[src/rtl/mem_port_arbiter.sv]
`timescale 1ns/1ps
`default_nettype none
// +--------------------------------------------------------------------------+
// | Module      : mem_port_arbiter                                           |
// | Description : Shares one single-port RAM between an instruction-fetch    |
// |               port (i_*) and a load/store port (d_*). At most one access |
// |               is in flight; the response is returned MEM_LATENCY cycles  |
// |               after the grant to the port that owned the access.         |
// |                                                                          |
// | Parameters  : AW           address width                                 |
// |               DW           data width (byte mask width is DW/8)          |
// |               MEM_LATENCY  RAM read latency in cycles (>= 1)             |
// |                                                                          |
// | Ports       : clk_i, rst_ni        clock / async active-low reset        |
// |               i_req_i, i_addr_i    fetch request                         |
// |               i_gnt_o              fetch accepted (combinational)        |
// |               i_rvalid_o/i_rdata_o fetch response pulse                  |
// |               d_req_i, d_we_i, d_wmask_i, d_addr_i, d_wdata_i            |
// |                                    load/store request                    |
// |               d_gnt_o              load/store accepted (combinational)   |
// |               d_rvalid_o/d_rdata_o load data / store ack (data 0)        |
// |               mem_req_o, mem_we_o, mem_wmask_o, mem_addr_o, mem_wdata_o  |
// |                                    RAM strobe and fields                 |
// |               mem_rdata_i          RAM read data                         |
// |                                                                          |
// | Config      : RR_ARB_EN  defined   -> round-robin between the two ports  |
// |                          undefined -> fixed priority, data over fetch    |
// |                                                                          |
// | Revision    : 1.0  initial release                                       |
// +--------------------------------------------------------------------------+
module mem_port_arbiter #(
   parameter int AW          = 32,
   parameter int DW          = 32,
   parameter int MEM_LATENCY = 2
) (
   input  logic            clk_i,
   input  logic            rst_ni,
   // fetch port
   input  logic            i_req_i,
   input  logic [AW-1:0]   i_addr_i,
   output logic            i_gnt_o,
   output logic            i_rvalid_o,
   output logic [DW-1:0]   i_rdata_o,
   // load/store port
   input  logic            d_req_i,
   input  logic            d_we_i,
   input  logic [DW/8-1:0] d_wmask_i,
   input  logic [AW-1:0]   d_addr_i,
   input  logic [DW-1:0]   d_wdata_i,
   output logic            d_gnt_o,
   output logic            d_rvalid_o,
   output logic [DW-1:0]   d_rdata_o,
   // memory port
   output logic            mem_req_o,
   output logic            mem_we_o,
   output logic [DW/8-1:0] mem_wmask_o,
   output logic [AW-1:0]   mem_addr_o,
   output logic [DW-1:0]   mem_wdata_o,
   input  logic [DW-1:0]   mem_rdata_i
);

   // The counter only has to hold MEM_LATENCY-1 down to 0.
   localparam int                 c_cnt_w    = (MEM_LATENCY > 1) ? $clog2(MEM_LATENCY) : 1;
   localparam logic [c_cnt_w-1:0] c_cnt_init = c_cnt_w'(MEM_LATENCY - 1);
   localparam logic [c_cnt_w-1:0] c_cnt_one  = c_cnt_w'(1);

   generate
      if (MEM_LATENCY < 1) begin : g_bad_latency
         $error("mem_port_arbiter: MEM_LATENCY must be >= 1");
      end
   endgenerate

   typedef enum logic [0:0] {
      ST_IDLE = 1'b0,
      ST_WAIT = 1'b1
   } state_t;

   state_t             r_state;
   state_t             w_state_nxt;
   logic [c_cnt_w-1:0] r_cnt;
   logic [c_cnt_w-1:0] w_cnt_nxt;
   logic               r_owner_d;       // 1: data port owns the access in flight
   logic               w_owner_d_nxt;
   logic               r_owner_store;   // access in flight is a store -> ack data 0
   logic               w_owner_store_nxt;

   logic               w_grant;         // an access is issued this cycle
   logic               w_sel_d;         // data port wins when a grant is issued

   // Grants are suppressed while reset is asserted so every output is 0
   // during reset even if a requester keeps its request high.
   assign w_grant = rst_ni && (r_state == ST_IDLE) && (i_req_i || d_req_i);

`ifdef RR_ARB_EN
   // Remembers which port was granted last; starts at fetch so the first
   // conflict goes to the data port.
   logic r_last_gnt_d;

   always_ff @(posedge clk_i or negedge rst_ni) begin
      if (!rst_ni) begin
         r_last_gnt_d <= 1'b0;
      end else if (w_grant) begin
         r_last_gnt_d <= w_sel_d;
      end
   end

   assign w_sel_d = d_req_i && (!i_req_i || !r_last_gnt_d);
`else
   assign w_sel_d = d_req_i;
`endif

   always_ff @(posedge clk_i or negedge rst_ni) begin
      if (!rst_ni) begin
         r_state       <= ST_IDLE;
         r_cnt         <= '0;
         r_owner_d     <= 1'b0;
         r_owner_store <= 1'b0;
      end else begin
         r_state       <= w_state_nxt;
         r_cnt         <= w_cnt_nxt;
         r_owner_d     <= w_owner_d_nxt;
         r_owner_store <= w_owner_store_nxt;
      end
   end

   always_comb begin
      w_state_nxt       = r_state;
      w_cnt_nxt         = r_cnt;
      w_owner_d_nxt     = r_owner_d;
      w_owner_store_nxt = r_owner_store;
      i_gnt_o           = 1'b0;
      d_gnt_o           = 1'b0;
      i_rvalid_o        = 1'b0;
      d_rvalid_o        = 1'b0;
      i_rdata_o         = '0;
      d_rdata_o         = '0;
      mem_req_o         = 1'b0;
      mem_we_o          = 1'b0;
      mem_wmask_o       = '0;
      mem_addr_o        = '0;
      mem_wdata_o       = '0;

      case (r_state)
         ST_IDLE: begin
            if (w_grant) begin
               mem_req_o   = 1'b1;
               w_state_nxt = ST_WAIT;
               w_cnt_nxt   = c_cnt_init;
               w_owner_d_nxt = w_sel_d;
               if (w_sel_d) begin
                  d_gnt_o           = 1'b1;
                  mem_we_o          = d_we_i;
                  mem_wmask_o       = d_wmask_i;
                  mem_addr_o        = d_addr_i;
                  mem_wdata_o       = d_wdata_i;
                  w_owner_store_nxt = d_we_i;
               end else begin
                  i_gnt_o           = 1'b1;
                  mem_addr_o        = i_addr_i;
                  w_owner_store_nxt = 1'b0;
               end
            end
         end

         ST_WAIT: begin
            if (r_cnt == '0) begin
               // Response cycle: no new grant here, back to IDLE next cycle.
               w_state_nxt = ST_IDLE;
               if (r_owner_d) begin
                  d_rvalid_o = 1'b1;
                  d_rdata_o  = r_owner_store ? '0 : mem_rdata_i;
               end else begin
                  i_rvalid_o = 1'b1;
                  i_rdata_o  = mem_rdata_i;
               end
            end else begin
               w_cnt_nxt = r_cnt - c_cnt_one;
            end
         end

         default: begin
            w_state_nxt = ST_IDLE;
         end
      endcase
   end

endmodule
`default_nettype wire

[config.mk]
export PLATFORM = sky130hd
export DESIGN_NAME = mem_port_arbiter
export DESIGN_NICKNAME = d
export VERILOG_FILES = /design/src/rtl/mem_port_arbiter.sv
export SDC_FILE = /design/constraint.sdc
export NUM_CORES = 1
export LEC_CHECK = 0
export ABC_AREA = 1
export BUFFER_PORTS_ARGS = -buffer_cell sky130_fd_sc_hd__buf_2
export CAP_MARGIN = 0
export CORE_AREA = 2 2 107 109
export DETAILED_ROUTE_END_ITERATION = 12
export DIE_AREA = 0 0 109 111
export GPL_ROUTABILITY_DRIVEN = 0
export PLACE_DENSITY = 0.47
export SLEW_MARGIN = 20
export SYNTH_ARGS = -nofsm -noshare
export SYNTH_HDL_FRONTEND = slang
export SYNTH_SLANG_ARGS = --single-unit
[constraint.sdc]
create_clock -name clk_i -period 1.9 [get_ports clk_i]
set_input_delay 0.285 -clock clk_i [delete_from_list [all_inputs] [get_ports clk_i]]
set_output_delay 0.285 -clock clk_i [all_outputs]
set_load 0.02 [all_outputs]
==> results of run 1 <==
[per-stage QoR]
step | instance area (um^2) | utilization [%] | setup WS, ps | hold slack [ps]
after floorplan | 1590 | - | 404 | -10.6
after global placement | 3060 | 27.6 | 271 | 101
after detailed placement | 3060 | 27.6 | 246 | 102
after CTS | 3140 | 28.4 | 108 | 377
after global routing | 3140 | 28.4 | 16.0 | 394
final | 3140 | 28.4 | 142 | 364
[cell usage after synthesis (all sizes together)]
master  instances  area (um^2)
inv            77          289
nand3           2         10.0
clkbuf          4         15.0
and2           32          200
o21ai           1         5.00
dfrtp           4          100
nor3           32          160
nand2          74          278
buf            21          139
nor2          103          389
[report_power, final]
| part | internal [uW] | switching [uW] | total [uW] |
|---|---|---|---|
| clock network | 269 | 58.2 | 327 |
| registers | 127 | 34.5 | 162 |
| logic | 568 | 1180 | 1750 |
[flip-flops by register name, summed over array words and instances, names as in the netlist]
signal	flops
r_cnt	1
r_owner_d	1
r_owner_store	1
r_state	1
[area by class of cell]
type / count / area, um^2
Fill cell: 1291 / 7930
Tap cell: 143 / 179
Timing Repair Buffer: 282 / 1460
Multi-Input combinational cell: 244 / 1040
Inverter: 77 / 289
Sequential cell: 4 / 100
Clock buffer: 3 / 75.1
[worst paths after layout]
kind	slack, ps	to	startpoint
worst max register to register	730	r_owner_d$_DFFE_PN0P_	r_state$_DFF_PN0_
min in group asynchronous	440	r_state$_DFF_PN0_	rst_ni
worst min register to register	460	r_owner_store$_DFFE_PN0P_	r_owner_store$_DFFE_PN0P_
worst max-delay path	140	mem_addr_o[27]	r_state$_DFF_PN0_
max in group asynchronous	1290	r_cnt$_DFFE_PN0P_	rst_ni
worst min-delay path	360	r_owner_store$_DFFE_PN0P_	d_we_i
[kinds of logic (layout without fill, tap and decap cells)]
| group | Yosys count | count (layout) | synth area share, % |
|---|---|---|---|
| AND/OR/NAND/NOR | 243 | 243 | 65.4 |
| AO/OA/AOI/OAI | 1 | 1 | 0.315 |
| buffers and inverters | 102 | 362 | 27.9 |
| flip-flops | 4 | 4 | 6.31 |
[routing by layer]
| metal | part of all wire [%] | wire length [um] | GRT usage (%) | vias to the layer above |
|---|---|---|---|---|
| met2 | 49 | 3620 | 19.9 | 154 |
| li1 | - | - | - | 1508 |
| met4 | 1.1 | 82 | 2.65 | 0 |
| met5 | 0 | 0 | 0 | - |
| met1 | 38 | 2810 | 11.2 | 1168 |
| met3 | 12 | 854 | 3.29 | 8 |
[tightest hold or removal path, cell delays in order]
cell and delay (ps):
buf_2 90, nand3_1 100, nand2_1 80
[timing repair]
item / in CTS / in global routing
setup endpoints to repair: 0 / 0
hold buffers: 1 / 0
endpoints found under the hold margin: 4 / 0
==> impl_metrics.py, run 1 <==
metrics = {
    "outcome": {
        "status": "complete, no violations",
    },
    "worst_setup_path": {
        "critPathTopFamily": "buffers and inverters",
        "cp_max_fo": 38,
        "max_stage_delay_ps": 410,
        "cp_cell_sequence": "nor2_2, nand2_1, buf_4, nor2_1, buf_2",
        "cp-start-kind": "flop",
        "slowest_stage": "dfrtp_1",
        "critPathKind": "reg2out",
        "critPathRequiredTime_ps": 1620,
        "ff2ff_path_depth": 5,
        "cp.depth": 5,
        "critPathBufInv": 2,
        "end_kind": "primary output",
        "crit_arrival_ps": 1470,
    },
    "worst_hold_path": {
        "hold_path_class": "in2reg",
        "hold_depth": 3,
    },
    "clock_network": {
        "clock_path_buffers": 2,
        "clockRootBuffer": "clkbuf_16",
        "cts_made_buffers": 3,
        "cts_resized": 0,
        "clkTransAtPathRegs_ps": 30,
        "cts_tree": "built",
        "cts_setup_buffers": 0,
        "clock-sinks": 4,
        "htreeDepth": 1,
        "clk_latency_ps": 230,
    },
    "finish": {
        "diodes": 0,
        "finalNonFillerCells": 753,
        "nNetsFinal": 749,
        "area_delta_synth_final_pct": 98.3,
        "layout_common_cells": "buf_2, nor2_1, inv_1, nand2_1, nor3_1",
        "drive_gt1_share_pct": 46.9,
        "layout_commonest_cell": "buf_2",
    },
    "floorplanning": {
        "start_util_pct": 14.3,
        "core.rowCount": 39,
        "fp.dieH_um": 111,
        "ioPinCount": 275,
        "design.core.area_um2": 11100,
        "die_w_um": 109,
        "die_area_um2": 12100,
    },
    "logic_synthesis": {
        "synth_cell_types": 15,
        "yosysWarningCount": 0,
        "synth_seq_cells": 4,
        "synth_area_um2": 1590,
        "syn_nets": 487,
        "ys_seq_area_share_pct": 6.31,
        "avgSynthCellArea_um2": 4.53,
        "syn-instance-count": 350,
    },
    "run": {
        "cap_viol_max_count": 0,
    },
    "placed_design": {
        "post-dp-hpwl_mm": 6.21,
        "dp_cells": 749,
        "numPortBuffers": 274,
    },
    "pwr": {
        "p_per_area_nw_per_um2": 711,
        "ir_drop_v": 0.000227,
        "power.leakage_uw": 0.00231,
        "finalPower_uw": 2230,
    },
    "timing": {
        "setup_tns_ps": 0,
        "tightest_slew_ps": 363,
        "final_max_slew_viol_count": 0,
        "fin_worst_skew_ps": 2.52,
        "slew_headroom_pct": 75.8,
        "fmax_mhz": 569,
        "rsz0062_at_grt": "no",
        "final.period_utilization_pct": 92.5,
        "min_period_ps": 1760,
        "hold_violations": 0,
        "finalSetupViolations": 0,
    },
    "global_route": {
        "grt_pass1_vias": 2350,
        "grt_overflow_total": 0,
        "antenna_found_initial": 0,
        "grt_pass1_wl_mm": 10.5,
        "grtUsageTotal_pct": 10.6,
        "grt_max_degree": 39,
    },
    "detailed_routing": {
        "via_count": 2838,
        "wl_mm": 7.37,
        "drtIter0Drc": 92,
        "drt-pass1-iter-count": 6,
        "route.detailed.drc": 0,
        "antenna_left": 0,
        "post_drt_wl_per_cell_um": 9.79,
        "via_per_inst": 3.77,
    },
}
Power figures use the tool's default switching activity.
==> run 2, diff against run 1 <==
--- a/config.mk
+++ b/config.mk
@@ -12,6 +12,7 @@
 export DETAILED_ROUTE_END_ITERATION = 12
 export DIE_AREA = 0 0 109 111
 export GPL_ROUTABILITY_DRIVEN = 0
+export HOLD_SLACK_MARGIN = 0.1
 export PLACE_DENSITY = 0.47
 export SLEW_MARGIN = 20
 export SYNTH_ARGS = -nofsm -noshare
==> constraint.sdc (replaced) <==
create_clock -name clk_i -period 1.9 [get_ports clk_i]
set_input_delay 0.285 -clock clk_i [delete_from_list [all_inputs] [get_ports clk_i]]
set_output_delay 0.285 -clock clk_i [all_outputs]
set_load 0.1 [all_outputs]
==> run 2 against run 1 <==
Net effect: first-iteration DRC count increased by 5.4%; largest cell class unchanged; largest power group unchanged; highest routed layer unchanged; critical endpoint is now mem_wmask_o[2]; register-to-register slack gained 110 ps; worst setup slack got worse by 81 ps; critical path type unchanged.
==> impl_metrics.py, run 2 (synthesis results as in run 1) <==
metrics = {
    "outcome": {
        "status": "complete, no violations",
    },
    "timing": {
        "min_period_ps": 1840,
        "fmax_mhz": 544,
        "slew_headroom_pct": 71.9,
        "fin_worst_skew_ps": 2.37,
        "tightest_slew_ps": 421,
        "rsz0062_at_grt": "yes",
        "final.period_utilization_pct": 96.8,
        "finalSetupViolations": 0,
        "fin_hold_ws_ps": 356,
        "final_max_slew_viol_count": 0,
        "hold_violations": 0,
    },
    "placed_design": {
        "numPortBuffers": 274,
        "post-dp-hpwl_mm": 8.26,
        "dp_cells": 754,
    },
    "global_route": {
        "grtUsageTotal_pct": 14.8,
        "grt_overflow_total": 0,
        "grt_pass1_wl_mm": 14.6,
        "grt_max_degree": 39,
        "grt_pass1_vias": 3155,
        "antenna_found_initial": 0,
    },
    "worst_setup_path": {
        "critPathKind": "reg2out",
        "cp_cell_sequence": "nor2_4, nand2_2, buf_12, nor2_1, buf_12",
        "max_stage_delay_ps": 440,
        "critPathRequiredTime_ps": 1620,
        "critPathBufInv": 2,
        "ff2ff_path_depth": 4,
        "critPathTopFamily": "simple AND/OR/NAND/NOR gates",
        "cpMostUsedCell": "buf_12",
        "slowest_stage": "dfrtp_2",
        "cp-start-kind": "flop",
        "cp.depth": 5,
        "end_kind": "primary output",
        "crit_arrival_ps": 1550,
        "cp_max_fo": 38,
    },
    "finish": {
        "layout_common_cells": "buf_12, buf_2, inv_1, nand2_1, nor2_4",
        "nNetsFinal": 755,
        "diodes": 0,
        "area_delta_synth_final_pct": 286,
        "finalNonFillerCells": 760,
        "drive_gt1_share_pct": 64.0,
        "layout_commonest_cell": "buf_12",
    },
    "clock_network": {
        "clkTransAtPathRegs_ps": 30,
        "htreeDepth": 1,
        "clock_path_buffers": 2,
        "cts_tree": "built",
        "clk_latency_ps": 230,
        "clockRootBuffer": "clkbuf_16",
        "cts_made_buffers": 3,
        "clock-sinks": 4,
    },
    "run": {
        "cap_viol_max_count": 0,
    },
    "pwr": {
        "seqPwrFrac_pct": 3.8,
        "ir_drop_v": 0.000668,
        "power.leakage_uw": 0.00284,
        "power.switching_uw": 4470,
        "internal_power_uw": 2450,
        "comb_power_share_pct": 91.3,
        "p_per_area_nw_per_um2": 1130,
        "swShare_pct": 64.6,
        "clkPwrFrac_pct": 4.9,
    },
    "floorplanning": {
        "die_area_um2": 12100,
        "fp.dieH_um": 111,
        "design.core.area_um2": 11100,
        "core.rowCount": 39,
        "start_util_pct": 14.3,
        "die_w_um": 109,
        "ioPinCount": 275,
    },
    "detailed_routing": {
        "via_count": 3041,
        "route.detailed.drc": 0,
        "wl_mm": 9.20,
        "drt-pass1-iter-count": 6,
        "antenna_left": 0,
        "drtIter0Drc": 97,
        "post_drt_wl_per_cell_um": 12.1,
        "via_per_inst": 4.00,
    },
    "worst_hold_path": {
        "hold_depth": 3,
        "hold_path_class": "in2reg",
    },
}
## run 2: cell types whose count changed in the layout (fill, tap and decap cells not counted), moves of 2 or more
cell / previous run / this run
buf_12: 2 / 144
buf_2: 274 / 136
dfrtp_1: 4 / 2
nand2_1: 74 / 72
nor2_1: 102 / 36
nor2_2: 1 / 19
nor2_4: 0 / 48
nor3_1: 32 / 0
nor3_4: 0 / 32
## run 2: power by group through the flow
stage	Sequential, uW	Combinational, uW	Clock (uW)
2_1_floorplan	153	4220	0
3_3_place_gp	259	6330	0
3_5_place_dp	262	6360	0
4_1_cts	265	6380	341
5_1_grt	275	6530	354
6_report	262	6330	338
## run 2: final cells by class
class	count	area (um^2)
clock buffers	4	78.8
fillers	977	4960
inverters	77	289
multi-input cells	244	1830
flip-flops and latches	4	105
well taps	143	179
repair buffers	288	3630
## run 2: final timing paths
kind                                             endpoint              start  slack [ps]
worst min-delay path            r_owner_store$_DFFE_PN0P_             d_we_i         360
worst max register to register      r_owner_d$_DFFE_PN0P_  r_state$_DFF_PN0_         840
worst min register to register          r_state$_DFF_PN0_  r_cnt$_DFFE_PN0P_         520
worst max-delay path                       mem_wmask_o[2]  r_state$_DFF_PN0_          60
max in group asynchronous       r_owner_store$_DFFE_PN0P_             rst_ni        1270
min in group asynchronous       r_owner_store$_DFFE_PN0P_             rst_ni         440
## run 2: worst reg2reg max path, delay by kind of cell, from the launching register on
kind | cells | cell delay (ps)
buffers and inverters | 1 | 280
DFF | 1 | 420
and+or+nand+nor | 3 | 240
## run 2: repair_timing
action	4_1_cts	5_1_grt
hold buffers	1	0
endpoints found under the hold margin	4	0
buffers inserted	1	0
cloned	0	0
pin swaps	1	1
endpoints found under the setup margin	34	31
resized for setup	2	4
## run 2: metrics by stage
step           setup TNS [ps]  area, um^2  total power (uW)  util [%]  setup WS (ps)
2_1_floorplan          -19660        2370              4370         -           -414
3_3_place_gp                0        6000              6590      54.2            222
6_report                    0        6110              6930      55.2           60.2
4_1_cts                 -17.8        6100              6980      55.1          -9.24
3_5_place_dp                0        6000              6620      54.2            153
5_1_grt                 -55.0        6110              7160      55.2          -17.3
## run 2: routing by layer
metal,up-vias,GRT usage (%),routed length [um]
met5,-,0,0
met4,0,4.87,230
met3,17,3.82,995
met2,168,29.7,5140
met1,1327,14.0,2830
li1,1529,-,-
